===== src/rtl/deserializer_1_to_16_align.sv =====
// Serial-to-16-bit deserializer with SYNC_WORD hunt, verify and lock.
// Define DESER_SYNC_STRIP_EN to suppress emission of markers while locked.
module deserializer_1_to_16_align #(
  parameter logic [15:0] SYNC_WORD  = 16'hF0F0,
  parameter int          LOCK_COUNT = 4,
  parameter int          MAX_GAP    = 64
) (
  input  logic        clk,
  input  logic        rst_n,
  input  logic        bit_in,
  input  logic        bit_valid,
  output logic [15:0] word_out,
  output logic        word_valid,
  output logic        locked,
  output logic        sync_err
);

  localparam int MW = (LOCK_COUNT < 2) ? 1 : $clog2(LOCK_COUNT + 1);
  localparam int GW = (MAX_GAP < 2) ? 1 : $clog2(MAX_GAP + 1);
  localparam logic [MW-1:0] MATCH_LAST = MW'(LOCK_COUNT - 1);
  localparam logic [GW-1:0] GAP_LAST =
    GW'((MAX_GAP == 0) ? 0 : MAX_GAP - 1);

`ifdef DESER_SYNC_STRIP_EN
  localparam bit STRIP = 1'b1;
`else
  localparam bit STRIP = 1'b0;
`endif

  typedef enum logic [1:0] {
    HUNT,
    VERIFY,
    LOCKED
  } state_t;

  state_t          state, state_n;
  logic [14:0]     sr, sr_n;
  logic [3:0]      bit_cnt, bit_cnt_n;
  logic [MW-1:0]   match_cnt, match_cnt_n;
  logic [GW-1:0]   gap_cnt, gap_cnt_n;
  logic [15:0]     word_n;
  logic            wv_n, locked_n, se_n;
  logic [15:0]     nxt;
  logic            is_sync, boundary;

  assign nxt      = {sr, bit_in};
  assign is_sync  = (nxt == SYNC_WORD);
  assign boundary = (bit_cnt == 4'd15);

  always_ff @(posedge clk or negedge rst_n) begin
    if (!rst_n) begin
      state      <= HUNT;
      sr         <= '0;
      bit_cnt    <= '0;
      match_cnt  <= '0;
      gap_cnt    <= '0;
      word_out   <= '0;
      word_valid <= 1'b0;
      locked     <= 1'b0;
      sync_err   <= 1'b0;
    end else begin
      state      <= state_n;
      sr         <= sr_n;
      bit_cnt    <= bit_cnt_n;
      match_cnt  <= match_cnt_n;
      gap_cnt    <= gap_cnt_n;
      word_out   <= word_n;
      word_valid <= wv_n;
      locked     <= locked_n;
      sync_err   <= se_n;
    end
  end

  always_comb begin
    state_n     = state;
    sr_n        = sr;
    bit_cnt_n   = bit_cnt;
    match_cnt_n = match_cnt;
    gap_cnt_n   = gap_cnt;
    word_n      = word_out;
    wv_n        = 1'b0;
    locked_n    = locked;
    se_n        = 1'b0;
    if (bit_valid) begin
      sr_n      = nxt[14:0];
      bit_cnt_n = bit_cnt + 4'd1;
      unique case (state)
        HUNT: begin
          // sliding compare: any bit position may start a frame
          if (is_sync) begin
            bit_cnt_n   = '0;
            match_cnt_n = MW'(1);
            if (LOCK_COUNT == 1) begin
              state_n   = LOCKED;
              locked_n  = 1'b1;
              gap_cnt_n = '0;
            end else begin
              state_n = VERIFY;
            end
          end
        end
        VERIFY: begin
          if (boundary) begin
            if (is_sync) begin
              match_cnt_n = match_cnt + MW'(1);
              if (match_cnt == MATCH_LAST) begin
                state_n   = LOCKED;
                locked_n  = 1'b1;
                gap_cnt_n = '0;
              end
            end else begin
              state_n     = HUNT;
              match_cnt_n = '0;
            end
          end
        end
        LOCKED: begin
          if (boundary) begin
            if (!(STRIP && is_sync)) begin
              word_n = nxt;
              wv_n   = 1'b1;
            end
            if (is_sync) begin
              gap_cnt_n = '0;
            end else begin
              gap_cnt_n = gap_cnt + GW'(1);
              // the word that expires the gap is still emitted above
              if (MAX_GAP != 0 && gap_cnt == GAP_LAST) begin
                state_n     = HUNT;
                locked_n    = 1'b0;
                se_n        = 1'b1;
                match_cnt_n = '0;
              end
            end
          end
        end
        default: state_n = HUNT;
      endcase
    end
  end

endmodule


===== config.mk =====
export PLATFORM = sky130hd
export DESIGN_NAME = deserializer_1_to_16_align
export DESIGN_NICKNAME = d
export VERILOG_FILES = /design/src/rtl/deserializer_1_to_16_align.sv
export SDC_FILE = /design/constraint.sdc
export NUM_CORES = 1
export LEC_CHECK = 0
export CORE_ASPECT_RATIO = 1.5
export CORE_MARGIN = 1
export CORE_UTILIZATION = 56
export CTS_CLUSTER_DIAMETER = 30
export DETAILED_ROUTE_END_ITERATION = 6
export PLACE_DENSITY = 0.77
export SYNTH_ARGS = -nofsm -noshare
export SYNTH_HDL_FRONTEND = slang
export SYNTH_SLANG_ARGS = --single-unit

===== constraint.sdc =====
create_clock -name clk -period 2.85 [get_ports clk]
set_input_delay 0.855 -clock clk [delete_from_list [all_inputs] [get_ports clk]]
set_output_delay 0.855 -clock clk [all_outputs]
set_load 0.01 [all_outputs]

Yosys cells after proc, flatten, opt, wreduce, memory -nomap -nowiden. Index checks and enable logic that the tools add are counted.

Latch bits: 0. Word-level logic and storage cells: 72. Bits in writable memories: 0. Memories kept: 0. Output and inout bits: 19. Register bits: 50. Input bits: 4. Memory bits (read-only): 0.

Multiply operators: 0. Shift operators: 0. Add/sub/neg operators: 3. Bitwise gates (word level): 0. $lt $le $gt $ge: 0. Eq/ne operators: 14. Muxes and demuxes: 38. Reduce and logical (&&, ||, !) cells: 8. Divide/modulo/power cells: 0.

Operator list (count): 7-bit 2-to-1 mux (5); 3-bit 2-to-1 mux (6); 16-bit equality test (second input constant) (1); 1-bit 2-to-1 mux (14); 2-bit 2-to-1 mux (7); 2-bit != test (second input constant) (7); 7-bit one-hot mux with 2 select lines (1); 7-bit AND reduction (2); 3-bit one-hot mux with 3 select lines (1); 4-bit 2-to-1 mux (2); 8-bit AND reduction (1); 7-bit by 1-bit adder with 7-bit output (second input constant) (1); 7-bit by 6-bit equality test with 1-bit output (second input constant) (1); 2-bit one-hot mux with 3 select lines (1); 6-bit AND reduction (1); 4-bit by 1-bit adder with 4-bit output (second input constant) (1); 4-bit equality test (second input constant) (1); 3-bit by 1-bit adder with 3-bit output (second input constant) (1); 3-bit by 2-bit equality test with 1-bit output (second input constant) (1); 3-bit != test (second input constant) (1); 3-bit AND reduction (1); 3-bit nonzero test (1); 2-bit by 1-bit equality test with 1-bit output (second input constant) (1); 2-bit equality test (second input constant) (1); other kinds (3) (3).

Depth between registers and ports, before layout. Gate-level depths: netlist of the first run.

Depth in word-level cells: 6. Gate-level depth with buffers: 8. Gate-level depth less buffers: 7.

Worst setup path after synthesis of the first run. Ideal clock, no wire load.

Path type: input -> register. Start point: input bit_valid. End point: register match_cnt[0]. Stages on the path: 5. Data required time: 2725 ps. Buffers on the path: 1. Data arrival time: 2129 ps. Library setup time: 125 ps. Slack: 596 ps. Cells stage by stage: clkbuf_1 o21ai_0 or4_4 nand2_4 mux2_4.

Cells in the longest elaborated chain, start to end: 1.

Ends and longest elaborated chain: start: declaration (RTL line 11) `input logic bit_valid,`; 7-bit AND reduction (no line); end signal: assignment (RTL line 65) `match_cnt <= match_cnt_n;`; end: declaration (RTL line 39) `logic [MW-1:0] match_cnt, match_cnt_n;`.

Every way passes these cells. A chain may end at the register's enable or synchronous reset.

Final worst setup path of the first run.
Start point: input bit_in. End point: register bit_cnt[2].

Cells in the longest elaborated chain, start to end: 3.

Ends and longest elaborated chain: start: declaration (RTL line 10) `input logic bit_in,`; 16-bit equality test (RTL line 47) `assign is_sync = (nxt == SYNC_WORD);`; 4-bit 2-to-1 mux (RTL line 90) `if (is_sync) begin`; 4-bit 2-to-1 mux (RTL line 87) `unique case (state)`; end signal: assignment (RTL line 64) `bit_cnt <= bit_cnt_n;`; end: declaration (RTL line 38) `logic [3:0] bit_cnt, bit_cnt_n;`.

Every way passes these cells.

==> metrics.csv, run 1 <==
stage;metric;value;unit
power;PD cells;563;nW/um^2
worst_setup_path;crit-path leading delay family;simple AND/OR/NAND/NOR gates;
floorplanning;Die H;80.5;um
worst_setup_path;R2R setup slack;0.60;ns
worst_setup_path;CP Class;input pin to flip-flop;
clocking;H-tree depth;2;
worst_setup_path;CP Capture Type;flip-flop;
floorplanning;FP Rows;28;
drt;Initial DRC Count;25;
clocking;post_cts resized;0;
grt;GRT Residual Overflow;0;
sta;clk_skew;0.00562;ns
floorplanning;initial core utilization;0.587;
drt;first-pass iteration count of the detailed router;4;
worst_setup_path;Req. time, crit path;3.04;ns
sta;count of final max-slew check failures;0;
sta;min Tclk post-route;2.52;ns
drt;WL per Instance;16.2;um
drt;WL final;4.27;mm
power;P_leak;1.22;nW
min_path;type of the worst min-delay path;flip-flop to flip-flop;
finish;Multi-input gate area;988;um^2
synth;post-synth top area share;0.543;
flow_run;max_cap viols;0;
clocking;clk_lat worst skew;0.30;ns
worst_setup_path;crit-path max cell delay;0.43;ns
drt;final routed DRC violation total;0;
finish;FILL cells;302;
synth;#FFs+latches synth;50;
synth;top cells by count, synth;50 x dfrtp_1, 33 x mux2_2, 11 x nand2_1;
sta;post-route setup TNS;0;ns
clocking;Hold-fix buffers, CTS;0;
synth;Syn Nets;200;
grt;vias in the first global route;1647;
worst_setup_path;Worst Setup Start Kind;input pin;
drt;ANT nets after route;0;
sta;Tcrit/Tclk final;0.885;
synth;register area share after synthesis;0.543;
finish;register area;1250;um^2
worst_setup_path;Cell Chain, Critical Path;clkdlybuf4s50_1 > nor4b_1 > nand4_1 > buf_4 > o21ai_0 > nor3b_1 > a21o_1;
clocking;post-CTS setup buffer count;0;
clocking;cts bufs inserted;5;
grt;first-pass GRT wire length;7.20;mm
sta;RSZ-0062 raised after global routing;false;
synth;count of different cell masters after synthesis;35;
synth;Post-synth EDFFs;0;
grt;antenna violations before repair;0;
synth;Yosys top cell by area;dfrtp_1;
place;GPL Wtd Cong;0.867;
sta;Worst Max-Slew Pin Slew;0.613;ns
finish;synth-to-layout area growth;17.1;%
synth;top cells by area, synth;dfrtp_1 54%, mux2_2 16%, ha_1 4.3%;
place;HPWL after DPL;3.12;mm
clocking;clock sink count;50;
status;status;complete, no violations;
finish;# nets final;229;
synth;Post-Synthesis Cells;188;
floorplanning;I/O pins;23;
clocking;TritonCTS clock tree;done;
synth;main flop type after synthesis;dfrtp_1;
place;Port Buffer Count;22;
clocking;CTS Buffer Depth;2;
clocking;CTS clk-pin slew, worst paths;0.09;ns
clocking;CTS Root Cell;clkbuf_8;
finish;ratio of cells with drive above 1 in the final layout;0.257;
grt;largest net degree at the start of global routing;51;
finish;Util after Layout;0.687;
drt;via count;1561;
floorplanning;die area;4380;um^2
sta;setup violators final;0;
sta;Final Hold Viols;0;
floorplanning;die span in x;54.4;um
synth;most numerous cell in the Yosys netlist;dfrtp_1;
worst_setup_path;CP arrival;2.71;ns
sta;Fmax achieved;397;MHz
synth;syn_area_per_cell;12.2;um^2
drt;drt via density;5.94;
power;Worst VDD drop;0.621;mV
synth;warning count from the yosys run;0;
floorplanning;Core ar.;3920;um^2
worst_setup_path;Worst Path Buf+Inv;2;
sta;Slew headroom;0.591;
finish;Antenna Diode Count;0;
synth;Netlist Area Pre-Place;2300;um^2
synth;Post-synth ARST share;1.00;
grt;Total Routing Usage GR;0.232;
worst_setup_path;critical path's slowest cell;clkdlybuf4s50_1;
worst_setup_path;peak fanout along the critical path;10;
[state kept, by name (all words and copies together), names as in the netlist]
name and cells:
locked 1, sr 15, word_out 16, match_cnt 3
gap_cnt 7, sync_err 1, bit_cnt 4, word_valid 1
state 2
[worst paths after layout]
| path | start | endpoint | cells past startpoint |
|---|---|---|---|
| setup / recovery | bit_in | bit_cnt[2] | 7 |
| hold / removal | word_out[12] | word_out[12] | 1 |
| setup reg to reg | gap_cnt[0] | match_cnt[1] | 6 |
| hold reg to reg | word_out[12] | word_out[12] | 1 |
| max in group asynchronous | rst_n | state[0] | 2 |
| min in group asynchronous | rst_n | sync_err | 2 |
[placed cells by master (no fill, tap or decap), drive strengths merged, types with 2 or more instances in the layout]
cell type      count
a31oi              2
nand3              8
o22a               5
buf                8
nor3b              2
a21oi              2
mux2i              2
o21ai              9
dfrtp             50
mux2              35
a21o               2
nor3               2
o22ai              3
nor4b              2
and3               4
clkbuf             6
and4b              2
clkdlybuf4s50     21
nand2             12
ha                 8
nand4              2
inv               10
nor2              10
[routing by layer]
metal	part of all wire	track usage	vias up	wire length [um]
met4	0.029	0.131	0	123
met1	0.41	0.256	775	1750
met5	0	0	-	0
met3	0.033	0.0568	10	140
met2	0.53	0.388	33	2250
li1	-	-	743	-
[logic make-up (layout without fill, tap and decap cells)]
logic type,after synthesis,in the layout,synth area share
adders and majority gates,8,8,0.0435
AOI/OAI and AO/OA,29,29,0.0864
muxes,37,37,0.183
buffers and inverters,16,46,0.0272
and+or+nand+nor,48,48,0.116
DFF,50,50,0.543
[stage by stage]
stage,setup slack [ns],hold slack (ns),instances,total power [mW],instance area (um^2)
after global routing,0.158,0.530,263,1.60,2700
after detailed placement,0.0649,0.494,255,1.11,2600
after global placement,0.117,0.489,255,1.09,2600
final,0.329,0.514,263,1.52,2700
after CTS,0.375,0.516,263,1.54,2700
after floorplan,0.596,0.478,188,1.02,2300
[power breakdown]
group | internal, mW | switching [mW]
registers | 0.807 | 0.0940
logic | 0.107 | 0.0828
clock network | 0.200 | 0.227
total | 1.11 | 0.404
[final cells by class]
type | instances | area share
Tap cell | 45 | 0.0209
Timing Repair Buffer | 29 | 0.0993
Clock inverter | 2 | 0.00603
Clock buffer | 6 | 0.0306
Inverter | 9 | 0.0125
Multi-Input combinational cell | 122 | 0.367
Sequential cell | 50 | 0.464
Note: power is estimated with default switching activity, not from simulation.
==> inputs of run 2 (changes only) <==
clock period = 2.7 ns   (was 2.85 ns; I/O delays follow)
==> run 2 against run 1 <==
Net effect: total power is 7.0% higher; clock power is 9.4% higher; sequential cell count stayed put; worst hold slack worse by 0.046 ns; final area is 1.5% higher; die area stayed put; sequential power is 5.7% higher.
==> metrics.csv, run 2 (synthesis gave the netlist of run 1 again) <==
stage;metric;value;unit
status;status;complete, no violations;
finish;biggest regs;word_out: 16 flops, sr: 15 flops, gap_cnt: 7 flops;
drt;drt via density;6.10;
floorplanning;I/O pins;23;
floorplanning;Core ar.;3920;um^2
finish;most frequent cells in the layout;50 x dfrtp_1, 33 x mux2_2, 21 x clkdlybuf4s50_1;
drt;Initial DRC Count;67;
clocking;CTS clk-pin slew, worst paths;0.09;ns
worst_setup_path;CP Capture Type;flip-flop;
place;Inst Count DP;257;
finish;synth-to-layout area growth;18.9;%
sta;min Tclk post-route;2.43;ns
sta;count of final max-slew check failures;0;
floorplanning;die span in x;54.4;um
sta;Slew headroom;0.739;
worst_setup_path;critical path's slowest cell;clkdlybuf4s50_1;
finish;Cell Count, Final, Fillers Out;265;
sta;Worst Max-Slew Pin Slew;0.386;ns
sta;RSZ-0062 raised after global routing;false;
min_path;type of the worst min-delay path;input pin to async pin;
drt;ANT nets after route;0;
clocking;Hold-fix buffers, CTS;0;
worst_setup_path;FF-to-FF End;match_cnt[0];
worst_setup_path;peak fanout along the critical path;8;
clocking;CTS Buffer Depth;2;
sta;Hold Slack;0.468;ns
place;HPWL after DPL;3.18;mm
sta;Final Hold Viols;0;
finish;Reg with most FFs;word_out;
finish;Design Area, Final;2740;um^2
finish;# nets final;231;
clocking;post_cts resized;0;
clocking;clk_lat worst skew;0.30;ns
finish;Util after Layout;0.697;
sta;clk_skew;0.00661;ns
finish;max reg flops;16;
drt;WL per Instance;16.7;um
place;cell area after placement;2640;um^2
finish;ratio of cells with drive above 1 in the final layout;0.264;
drt;WL final;4.42;mm
place;Port Buffer Count;22;
clocking;cts bufs inserted;5;
clocking;post-CTS setup buffer count;0;
power;Design Power;1.62;mW
grt;antenna violations before repair;0;
finish;most common cell after layout, fill and taps aside;dfrtp_1;
floorplanning;initial core utilization;0.587;
grt;Total Routing Usage GR;0.234;
sta;setup violators final;0;
flow_run;max_cap viols;0;
worst_setup_path;crit-path max cell delay;0.44;ns
sta;Fmax achieved;411;MHz
floorplanning;FP Rows;28;
worst_setup_path;CP arrival;2.63;ns
worst_setup_path;R2R setup slack;0.43;ns
worst_setup_path;Cell Chain, Critical Path;clkdlybuf4s50_1 > nor4b_1 > nand4_1 > buf_4 > a21oi_1 > o211ai_1 > mux2_2;
worst_setup_path;Req. time, crit path;2.89;ns
drt;final routed DRC violation total;0;
finish;Antenna Diode Count;0;
finish;Multi-input gate area;988;um^2
finish;FILL cells;293;
clocking;clock sink count;50;
sta;post-route setup TNS;0;ns
grt;largest net degree at the start of global routing;51;
finish;register area;1250;um^2
grt;GRT Residual Overflow;0;
drt;via count;1616;
place;GPL Wtd Cong;0.823;
clocking;TritonCTS clock tree;done;
worst_setup_path;worst reg-to-reg path cell count;6;
sta;Final WS setup;0.266;ns
power;Worst VDD drop;0.523;mV
floorplanning;Die H;80.5;um
power;PD cells;594;nW/um^2
floorplanning;die area;4380;um^2
grt;first-pass GRT wire length;7.37;mm
worst_setup_path;CP Class;input pin to flip-flop;
clocking;H-tree depth;2;
worst_setup_path;Worst Setup Start Kind;input pin;
power;P_leak;1.24;nW
worst_setup_path;FF-to-FF Start;gap_cnt[0];
clocking;CTS Root Cell;clkbuf_8;
sta;Tcrit/Tclk final;0.902;
grt;vias in the first global route;1659;
drt;first-pass iteration count of the detailed router;4;
place;Post-Place Setup Slack;-0.0431;ns
-- run 2: cell count changes in the layout (fill, tap and decap cells not counted) --
cell,change
buf_12,+2
-- run 2: worst max-delay path by stage --
stage / cells past startpoint / from / end
finish: 7 / bit_in / state[0]
global placement: 7 / bit_in / state[0]
detailed placement: 7 / bit_in / state[0]
CTS: 7 / bit_in / state[0]
global route: 7 / bit_in / state[0]
floorplan: 5 / bit_valid / match_cnt[0]
-- run 2: final cells by class --
cell class | count | area share
Clock buffer | 6 | 0.0302
Clock inverter | 2 | 0.00594
Inverter | 9 | 0.0123
Multi-Input combinational cell | 122 | 0.361
Sequential cell | 50 | 0.457
Tap cell | 45 | 0.0206
Timing Repair Buffer | 31 | 0.112
-- run 2: routing by layer --
metal  wire, um  up-vias  track usage
met5          0        -            0
met4         84        0        0.103
met3        137       10       0.0549
met2       2450       35        0.394
met1       1750      825        0.271
li1           -      746            -
-- run 2: report_power, final --
part	leakage (nW)	internal [mW]	switching [mW]
Combinational	0.542	0.117	0.0882
Clock	0.0478	0.211	0.256
Sequential	0.652	0.852	0.100
Total	1.24	1.18	0.444
-- run 2: worst max-delay path: cells and delay by family --
family	cells	cell delay [ns]
AO/OA/AOI/OAI	2	0.37
buffers and inverters	2	0.64
multiplexers	1	0.29
AND/OR/NAND/NOR	2	0.50
==> inputs of run 3 (changes only) <==
CORE_UTILIZATION = 50   (was 56)
PLACE_DENSITY = 0.72   (was 0.77)
clock period = 2.06 ns   (was 2.7 ns; I/O delays follow)
==> run 3 against run 2 <==
Net effect: the run now ends with negative setup slack left; clock-buffer cell count did not move; wire length grew 4.2%; clock power up 32%; clock skew shrank 0.0042 ns; via count increased by 2.1%; total power up 34%; final area grew 5.3%; global-route usage is 2.4 points lower; critical path type is now flip-flop to flip-flop.
==> metrics.csv, run 3 (synthesis gave the netlist of run 1 again) <==
stage;metric;value;unit
power;Worst VDD drop;0.716;mV
worst_setup_path;peak fanout along the critical path;3;
finish;Multi-input gate area;1020;um^2
floorplanning;die area;4890;um^2
place;Port Buffer Count;22;
clocking;clock sink count;50;
drt;WL final;4.61;mm
worst_setup_path;CP Class;flip-flop to flip-flop;
drt;drt via density;5.87;
clocking;CTS Root Cell;clkbuf_8;
finish;Reg with most FFs;word_out;
grt;antenna violations before repair;0;
worst_setup_path;R2R setup slack;-0.0003;ns
clocking;TritonCTS clock tree;done;
place;HPWL after DPL;3.32;mm
worst_setup_path;Worst Setup Start Kind;flip-flop;
floorplanning;I/O pins;23;
drt;ANT nets after route;0;
sta;RSZ-0062 raised after global routing;true;
finish;Cell Count, Final, Fillers Out;281;
grt;vias in the first global route;1742;
power;Design Power;2.17;mW
place;GPL Wtd Cong;0.888;
worst_setup_path;FF-to-FF End;match_cnt[1];
sta;clk_skew;0.00244;ns
sta;Fmax achieved;485;MHz
sta;Worst Max-Slew Pin Slew;0.473;ns
status;failing checks;negative setup slack;
clocking;H-tree depth;2;
grt;largest net degree at the start of global routing;33;
power;P_leak;1.32;nW
worst_setup_path;worst reg-to-reg path cell count;6;
finish;most common cell after layout, fill and taps aside;dfrtp_1;
drt;first-pass iteration count of the detailed router;4;
grt;first-pass GRT wire length;7.82;mm
worst_setup_path;Crit. Startpoint;gap_cnt[0];
sta;count of final max-slew check failures;0;
drt;Initial DRC Count;73;
status;status;complete, but fails checks;
clocking;cts bufs inserted;5;
finish;FILL cells;319;
drt;WL per Instance;16.4;um
floorplanning;FP Rows;29;
grt;Total Routing Usage GR;0.209;
drt;via count;1650;
floorplanning;initial core utilization;0.533;
drt;final routed DRC violation total;0;
finish;Antenna Diode Count;0;
sta;Tcrit/Tclk final;1.00;
worst_setup_path;Worst Setup EP;match_cnt[1];
worst_setup_path;Req. time, crit path;2.26;ns
floorplanning;die span in x;57.4;um
sta;setup violators final;1;
sta;Hold Slack;0.252;ns
sta;post-route setup TNS;-0.000259;ns
clocking;CTS clk-pin slew, worst paths;0.09;ns
sta;Final Hold Viols;0;
flow_run;max_cap viols;0;
worst_setup_path;CP arrival;2.26;ns
sta;Slew headroom;0.684;
clocking;Hold-fix buffers, CTS;0;
floorplanning;Core ar.;4320;um^2
worst_setup_path;FF-to-FF Start;gap_cnt[0];
finish;max reg flops;16;
clocking;CTS Buffer Depth;2;
finish;register area;1250;um^2
min_path;type of the worst min-delay path;input pin to async pin;
power;PD cells;753;nW/um^2
finish;most frequent cells in the layout;50 x dfrtp_1, 33 x mux2_2, 22 x buf_4;
place;Inst Count DP;270;
place;Post-Place Setup Slack;-0.456;ns
finish;synth-to-layout area growth;25.2;%
worst_setup_path;CP Capture Type;flip-flop;
finish;ratio of cells with drive above 1 in the final layout;0.332;
clocking;clk_lat worst skew;0.30;ns
finish;# nets final;246;
sta;min Tclk post-route;2.06;ns
floorplanning;Die H;85.1;um
finish;biggest regs;word_out: 16 flops, sr: 15 flops, gap_cnt: 7 flops;
sta;Final WS setup;-0.000259;ns
grt;GRT Residual Overflow;0;
-- run 3: worst max-delay path, stage by stage, from the launching register on --
cell	delay, ns
dfrtp_1	0.37
ha_2	0.19
and3_4	0.19
or3b_4	0.38
or4_4	0.44
nand2_4	0.10
mux2_4	0.29
-- run 3: metrics by stage --
step / util / instance area, um^2
6_report: 0.667 / 2880
4_1_cts: 0.658 / 2840
2_1_floorplan: - / 2300
3_3_place_gp: 0.633 / 2730
3_5_place_dp: 0.633 / 2730
5_1_grt: 0.667 / 2880
-- run 3: where the power goes --
part	total (mW)	switching (mW)	internal [mW]
sequential	1.27	0.151	1.12
clock	0.616	0.339	0.277
combinational	0.287	0.118	0.169
total	2.17	0.608	1.56
-- run 3: final cells by class --
type                            count  area share
Clock buffer                        6      0.0287
Clock inverter                      2     0.00564
Inverter                            9      0.0117
Multi-Input combinational cell    122       0.354
Sequential cell                    50       0.434
Tap cell                           46      0.0200
Timing Repair Buffer               46       0.145
-- run 3: worst min-delay path by stage --
stage / to / start / slack [ns]
after global routing: locked / rst_n / 0.28
after detailed placement: word_out[15] / word_out[15] / 0.50
after floorplan: bit_cnt[0] / rst_n / 0.32
final: gap_cnt[0] / rst_n / 0.25
after global placement: word_out[6] / word_out[6] / 0.49
after CTS: locked / rst_n / 0.27
-- run 3: what timing repair did --
action | CTS | global route
pin swaps | 2 | 2
gates cloned | 0 | 0
hold endpoints to repair | 0 | 0
gates resized for setup | 4 | 4
endpoints found under the setup margin | 16 | 8
setup buffers | 0 | 3
-- run 3: routing by layer --
metal / up-vias / part of all wire / track usage
met4: 0 / 0.024 / 0.0865
met5: - / 0 / 0
met2: 30 / 0.54 / 0.383
met3: 10 / 0.028 / 0.0412
met1: 834 / 0.41 / 0.231
li1: 776 / - / -
